===== src/rtl/tdc_enable_reg.sv =====
// Channel-enable register with a shadow/snapshot handshake toward the channel-enable consumer.
// Optional NOTIFY abort on timeout is enabled by defining TDC_ENREG_TIMEOUT_EN.
module tdc_enable_reg #(
  parameter int unsigned MASK_WIDTH     = 16,
  parameter int unsigned TIMEOUT_CYCLES = 1024
) (
  input  logic                  clk,
  input  logic                  reset,
  input  logic                  wr_en,
  input  logic [MASK_WIDTH:0]   wr_data,
  output logic [MASK_WIDTH:0]   rd_data,
  output logic [MASK_WIDTH:0]   activate_channels,
  output logic                  channel_changed,
  input  logic                  read_active_channel,
  output logic                  read_ack,
  output logic                  timeout_err
);

  typedef enum logic [1:0] {IDLE, NOTIFY, ACK, GAP} state_t;

  state_t                state;
  logic [MASK_WIDTH:0]   shadow;
  logic [MASK_WIDTH:0]   snapshot;
  logic                  pending;

  if (TIMEOUT_CYCLES < 1) begin : g_timeout_range_chk
    $error("TIMEOUT_CYCLES must be at least 1");
  end

`ifdef TDC_ENREG_TIMEOUT_EN
  localparam int unsigned CNT_W = $clog2(TIMEOUT_CYCLES + 1);
  localparam logic [CNT_W-1:0] CNT_LAST = CNT_W'(TIMEOUT_CYCLES - 1);
  logic [CNT_W-1:0] cnt;
`else
  assign timeout_err = 1'b0;
`endif

  assign rd_data           = shadow;
  assign activate_channels = snapshot;

  always_ff @(posedge clk) begin
    if (reset) begin
      state           <= IDLE;
      shadow          <= '0;
      snapshot        <= '0;
      pending         <= 1'b0;
      channel_changed <= 1'b0;
      read_ack        <= 1'b0;
`ifdef TDC_ENREG_TIMEOUT_EN
      cnt             <= '0;
      timeout_err     <= 1'b0;
`endif
    end else begin
      if (wr_en) begin
        shadow <= wr_data;
`ifdef TDC_ENREG_TIMEOUT_EN
        timeout_err <= 1'b0;
`endif
      end

      unique case (state)
        IDLE: begin
          if (wr_en) begin
            snapshot        <= wr_data;
            state           <= NOTIFY;
            channel_changed <= 1'b1;
`ifdef TDC_ENREG_TIMEOUT_EN
            cnt             <= '0;
`endif
          end
        end

        NOTIFY: begin
          if (read_active_channel) begin
            // Snapshot freezes from here; a same-cycle write waits in shadow.
            state           <= ACK;
            channel_changed <= 1'b0;
            read_ack        <= 1'b1;
            if (wr_en) pending <= 1'b1;
          end
`ifdef TDC_ENREG_TIMEOUT_EN
          else if (cnt == CNT_LAST) begin
            state           <= IDLE;
            channel_changed <= 1'b0;
            timeout_err     <= 1'b1;
          end
`endif
          else begin
            if (wr_en) snapshot <= wr_data;
`ifdef TDC_ENREG_TIMEOUT_EN
            cnt <= cnt + 1'b1;
`endif
          end
        end

        ACK: begin
          read_ack <= 1'b0;
          state    <= GAP;
          if (wr_en) pending <= 1'b1;
        end

        GAP: begin
          if (pending || wr_en) begin
            // A write on the exit edge bypasses shadow so its data is the one published.
            snapshot        <= wr_en ? wr_data : shadow;
            pending         <= 1'b0;
            state           <= NOTIFY;
            channel_changed <= 1'b1;
`ifdef TDC_ENREG_TIMEOUT_EN
            cnt             <= '0;
`endif
          end else begin
            state <= IDLE;
          end
        end

        default: begin
          state           <= IDLE;
          channel_changed <= 1'b0;
          read_ack        <= 1'b0;
        end
      endcase
    end
  end

endmodule


===== config.mk =====
export PLATFORM = sky130hd
export DESIGN_NAME = tdc_enable_reg
export DESIGN_NICKNAME = d
export VERILOG_FILES = /design/src/rtl/tdc_enable_reg.sv
export SDC_FILE = /design/constraint.sdc
export NUM_CORES = 1
export LEC_CHECK = 0
export ABC_CLOCK_PERIOD_IN_PS = 1930
export BUFFER_PORTS_ARGS = -buffer_cell sky130_fd_sc_hd__buf_2
export CAP_MARGIN = 20
export CORE_AREA = 2 2 70 72
export CTS_CLUSTER_DIAMETER = 200
export DETAILED_ROUTE_END_ITERATION = 8
export DIE_AREA = 0 0 72 74
export PLACE_DENSITY = 0.7
export SYNTH_ARGS = -nofsm -noshare
export SYNTH_HDL_FRONTEND = slang
export SYNTH_SLANG_ARGS = --single-unit
export TNS_END_PERCENT = 1

===== constraint.sdc =====
create_clock -name clk -period 1.93 [get_ports clk]
set_clock_uncertainty 0.15 [all_clocks]
set_input_delay 0.2895 -clock clk [delete_from_list [all_inputs] [get_ports clk]]
set_output_delay 0.2895 -clock clk [all_outputs]
set_load 0.02 [all_outputs]

Yosys cells after proc, flatten, opt, wreduce, memory -nomap -nowiden
Cells that the tools add are included.
{"block": "totals", "register_bits": 39, "input_bits": 21, "output_inout_bits": 37, "elab_cells": 42}
{"block": "classes", "n_eq_ne": 7, "muxes": 19, "reduce_logical": 10}
{"op": "$mux W17", "count": 4}
{"op": "$pmux W17 S3", "count": 1}
{"op": "$mux W1", "count": 8}
{"op": "$ne A2 B2 Y1 const B", "count": 4}
{"op": "$pmux W2 S4", "count": 1}
{"op": "$pmux W1 S3", "count": 2}
{"op": "$reduce_and A3 Y1", "count": 2}
{"op": "$reduce_bool A3 Y1", "count": 2}
{"op": "$eq A2 B2 Y1 const B", "count": 2}
{"op": "$mux W2", "count": 2}
{"op": "$reduce_and A2 Y1", "count": 2}
{"op": "$reduce_and A4 Y1", "count": 1}
{"op": "$eq A2 B1 Y1 const B", "count": 1}
{"op": "$logic_not A2 Y1", "count": 1}
{"op": "$pmux W1 S2", "count": 1}
{"op": "$reduce_bool A2 Y1", "count": 1}
{"op": "$logic_or A1 B1 Y1", "count": 1}

Longest topological paths before layout
{"block": "depth", "ltp_word": 3, "depth_mapped": 7, "mapped_depth_nobuf": 5}

Least setup slack after synthesis
OpenSTA, ideal clock, no wires.
{"block": "synth_path", "path_type": "reg2reg", "startpoint": "register state[1]", "endpoint": "register channel_changed", "setup_time_ps": 121, "arrival_time_ps": 1474, "required_time_ps": 1659, "setup_slack_ps": 185, "stages_incl_launch_ff": 5, "n_path_buf": 0, "period_less_slack_ps": 1745, "cell_sequence": "dfxtp_1 -> ha_1 -> or3b_2 -> nand4b_1 -> mux2_2"}
{"block": "synth_between", "elab_chain_len": 3, "elab_cells_between_ends": 9}
{"element": "from (decl)", "line": "21", "text": "state_t state;"}
{"element": "from (signal assigned)", "line": "43", "text": "state <= IDLE;"}
{"element": "from (signal assigned)", "line": "65", "text": "state <= NOTIFY;"}
{"element": "from (signal assigned)", "line": "76", "text": "state <= ACK;"}
{"element": "$eq A2 B2 Y1 (tied with other cells)", "line": "61", "text": "unique case (state)"}
{"element": "$ne A2 B2 Y1 (no line) or $reduce_bool A3 Y1 (tied branches)"}
{"element": "$reduce_and A4 Y1 (no line)"}
{"element": "to (signal assigned)", "line": "47", "text": "channel_changed <= 1'b0;"}
{"element": "to (signal assigned)", "line": "66", "text": "channel_changed <= 1'b1;"}
{"element": "to (signal assigned)", "line": "77", "text": "channel_changed <= 1'b0;"}
{"element": "to (decl)", "line": "13", "text": "output logic channel_changed,"}
Parallel ways exist; a longest one is shown, timed or not.
A chain may end at the register's enable or synchronous reset.

Worst setup path in the final report
{"block": "layout_path", "startpoint": "register state[0]", "endpoint": "register channel_changed"}
The elaborated chain is that of the path after synthesis.

==> reports/results.tsv <==
metric	value	unit
synth_warnings	0	
power.switching	1080	uW
report.final.slew_viol_count	0	
crit_path_start_kind	register	
wl_per_instance	14.7	microns
setup_tns	0	ns
synth_top_cells_by_area	dfxtp_1 39%, nand4bb_1 9.0%, mux2i_1 8.5%, a221oi_2 8.2%, o21ai_0 4.7%	
chipWidth	72	microns
power.sequential.fraction	0.389	
multi_input_comb_area	1020	sq um
fin_ws	0.101	ns
final_net_count	279	
remaining_drc_errors	0	
mostFrequentLayoutCell	buf_2	
irDropWorstVdd	0.000558	V
layout_common_cells	56 x buf_2, 38 x dfxtp_1, 21 x inv_1, 19 x o21ai_0, 19 x nor2_1	
min_period	1.83	ns
slowest_delay	0.49	ns
dpl.hpwl	3.08	mm
routed-via-count	1612	
power_frac_clock	0.180	
start_util	0.437	
grt_setup_unrepaired	false	
synth_area_leader_cell	dfxtp_1	
hold_viol_final	0	
number_of_global_route_vias_before_repair	1529	
worst_r2r_endpoint	channel_changed	
outcome	finished, final reports clean	
hold_depth	3	
syn-mean-instance-area	10.2	sq um
min_path_type	input port to register	
grt_max_degree	32	
core	4600	sq um
cpLargestDelayFamily	simple AND/OR/NAND/NOR gates	
power_per_unit_of_standard_cell_area	1170	nW/um^2
globalplace.congestion	0.787	
hold-path-endpoint	rd_data[3]	
layout-area-overhead-vs-synth	18.9	%
synth.net_count	224	
antenna_left	0	
max_freq	0.547	GHz
crit_path_max_fanout	5	
antenna_violations_before_repair	0	
drtIter0Drc	73	
placement.setup.worst_slack	0.0437	ns
drt_pass1_iterations	4	
final_min_period_over_clock_period	0.948	
finalPower	2790	uW
insertedDiodeCount	0	
dpl.cell_count	296	
worst_ep_arrival_time	1.86	ns
worstSetupStartpoint	state[0]	
hold_path.startpoint	wr_data[3]	
share_comb_of_total_power	0.431	
path_cells	ha_1 > or3b_2 > nand4b_1 > mux2_2	
path_class	register to register	
global_route.overflow_total	0	
synth.cell_area	2010	sq um
postSynthRegisterBits	39	
grt_first_pass_wirelength	7.04	mm
final_core_utilization	0.519	
synth_cell_type_count	32	
cp.required	1.96	ns
power.internal	1710	uW
pin_count	58	
cts_tree	done	
cts_buffers	5	
post_detailed_route_via_to_cell_ratio	5.30	
finalSetupViolations	0	
crit_path_end_kind	register	
cts.root.buffer_cell	clkbuf_8	
drive_gt1_frac	0.348	
synth_top_area_share	0.389	
clock_pin_slew_of_the_registers_on_the_worst_case_setup_and_hold_paths	0.07	ns
max-cap-violations	0	
finalWirelength	4.46	mm
fillerInstances	434	
critical-path-slowest-cell	or3b_2	
die_y	74	microns
h-tree-depth	2	
port_bufs	56	
register_area	782	sq um
cts_sinks	39	
worstReg2RegStart	state[0]	
fp-row-count	25	
swShare	0.387	
worst_case_register_to_register_setup_slack	0.10	ns
synth_seq_area_share	0.389	
cts_max_path_buffers	2	
timing.critical_path.buf_inv	0	
synthesis.instances	196	
finalNonFillerCells	304	
design.die.area	5330	sq um
timing.reg2reg.worst_path_depth	4	
worst_skew_pair.late_latency	0.28	ns
grt_util_all_layers	0.170	
leakage	0.00107	uW
## stage by stage
stage          instance area (sq um)  hold slack (ns)
6_report                        2390            0.106
3_3_place_gp                    2290            0.301
2_1_floorplan                   2010            0.287
3_5_place_dp                    2290            0.303
4_1_cts                         2360           0.0973
5_1_grt                         2390            0.118
## area by class of cell
| type | count | area share |
|---|---|---|
| Timing Repair Buffer | 64 | 0.153 |
| Clock buffer | 6 | 0.0304 |
| Sequential cell | 39 | 0.327 |
| Inverter | 21 | 0.0330 |
| Tap cell | 54 | 0.0283 |
| Multi-Input combinational cell | 120 | 0.428 |
## registers in the layout (all words and copies together), names as in the netlist
name and cells:
activate_channels 17, rd_data 17, state 2, channel_changed 1
pending 1, read_ack 1
## logic make-up after synthesis
logic type / after synthesis / synth area share
other: 1 / 0.00187
multiplexers: 18 / 0.0903
buffers and inverters: 38 / 0.108
flip-flops: 39 / 0.389
AO/OA/AOI/OAI: 44 / 0.187
AND/OR/NAND/NOR: 49 / 0.181
adder cells (fa/ha/maj): 7 / 0.0436
## worst min-delay path, stage by stage
cell and delay (ns):
buf_2 0.09, mux2i_1 0.06, nor2_1 0.07
## power groups by stage
stage	Sequential, uW	Clock (uW)	Combinational [uW]
6_report	1080	503	1200
5_1_grt	1110	548	1320
4_1_cts	1080	521	1160
3_5_place_dp	1100	0	1150
3_3_place_gp	1100	0	1140
2_1_floorplan	1270	0	731
## worst max path at each step
stage	end	slack, ns	cells after the start
global route	activate_channels[5]	0.006	5
detailed placement	activate_channels[11]	0.04	5
floorplan	channel_changed	0.18	4
global placement	channel_changed	0.10	4
finish	channel_changed	0.10	4
CTS	activate_channels[11]	0.02	5
## timing repair
action / in CTS / in global routing
endpoints found under the setup margin: 0 / 18
resized for setup: 0 / 2
setup buffers: 0 / 1
hold buffers: 0 / 0
## per-layer routing
layer	global-route usage	vias to the layer above	share of wire	wire (microns)
met1	0.218	754	0.44	1950
met5	0	-	0	0
met4	0.0776	0	0.016	71
met3	0.0407	6	0.046	203
li1	-	815	-	-
met2	0.275	37	0.50	2230
## cell usage after synthesis
cell	instances
a311oi_1	2
o31a_1	1
buf_2	2
or4bb_1	1
buf_6	3
o21ai_1	1
buf_12	2
o21ai_0	19
ha_1	7
a2bb2oi_2	1
and2b_2	1
conb_1	1
clkbuf_1	5
inv_1	21
nor2_1	19
and3_1	1
a221oi_1	6
buf_4	4
a221oi_2	11
a21oi_1	2
nand2b_1	2
nand4bb_1	16
or3b_2	1
mux2_2	1
dfxtp_1	39
nor2b_1	4
nand3_1	2
nand3b_4	1
mux2i_1	17
a31oi_1	1
nand4b_1	1
clkbuf_2	1
(Power assumes the default switching activity.)
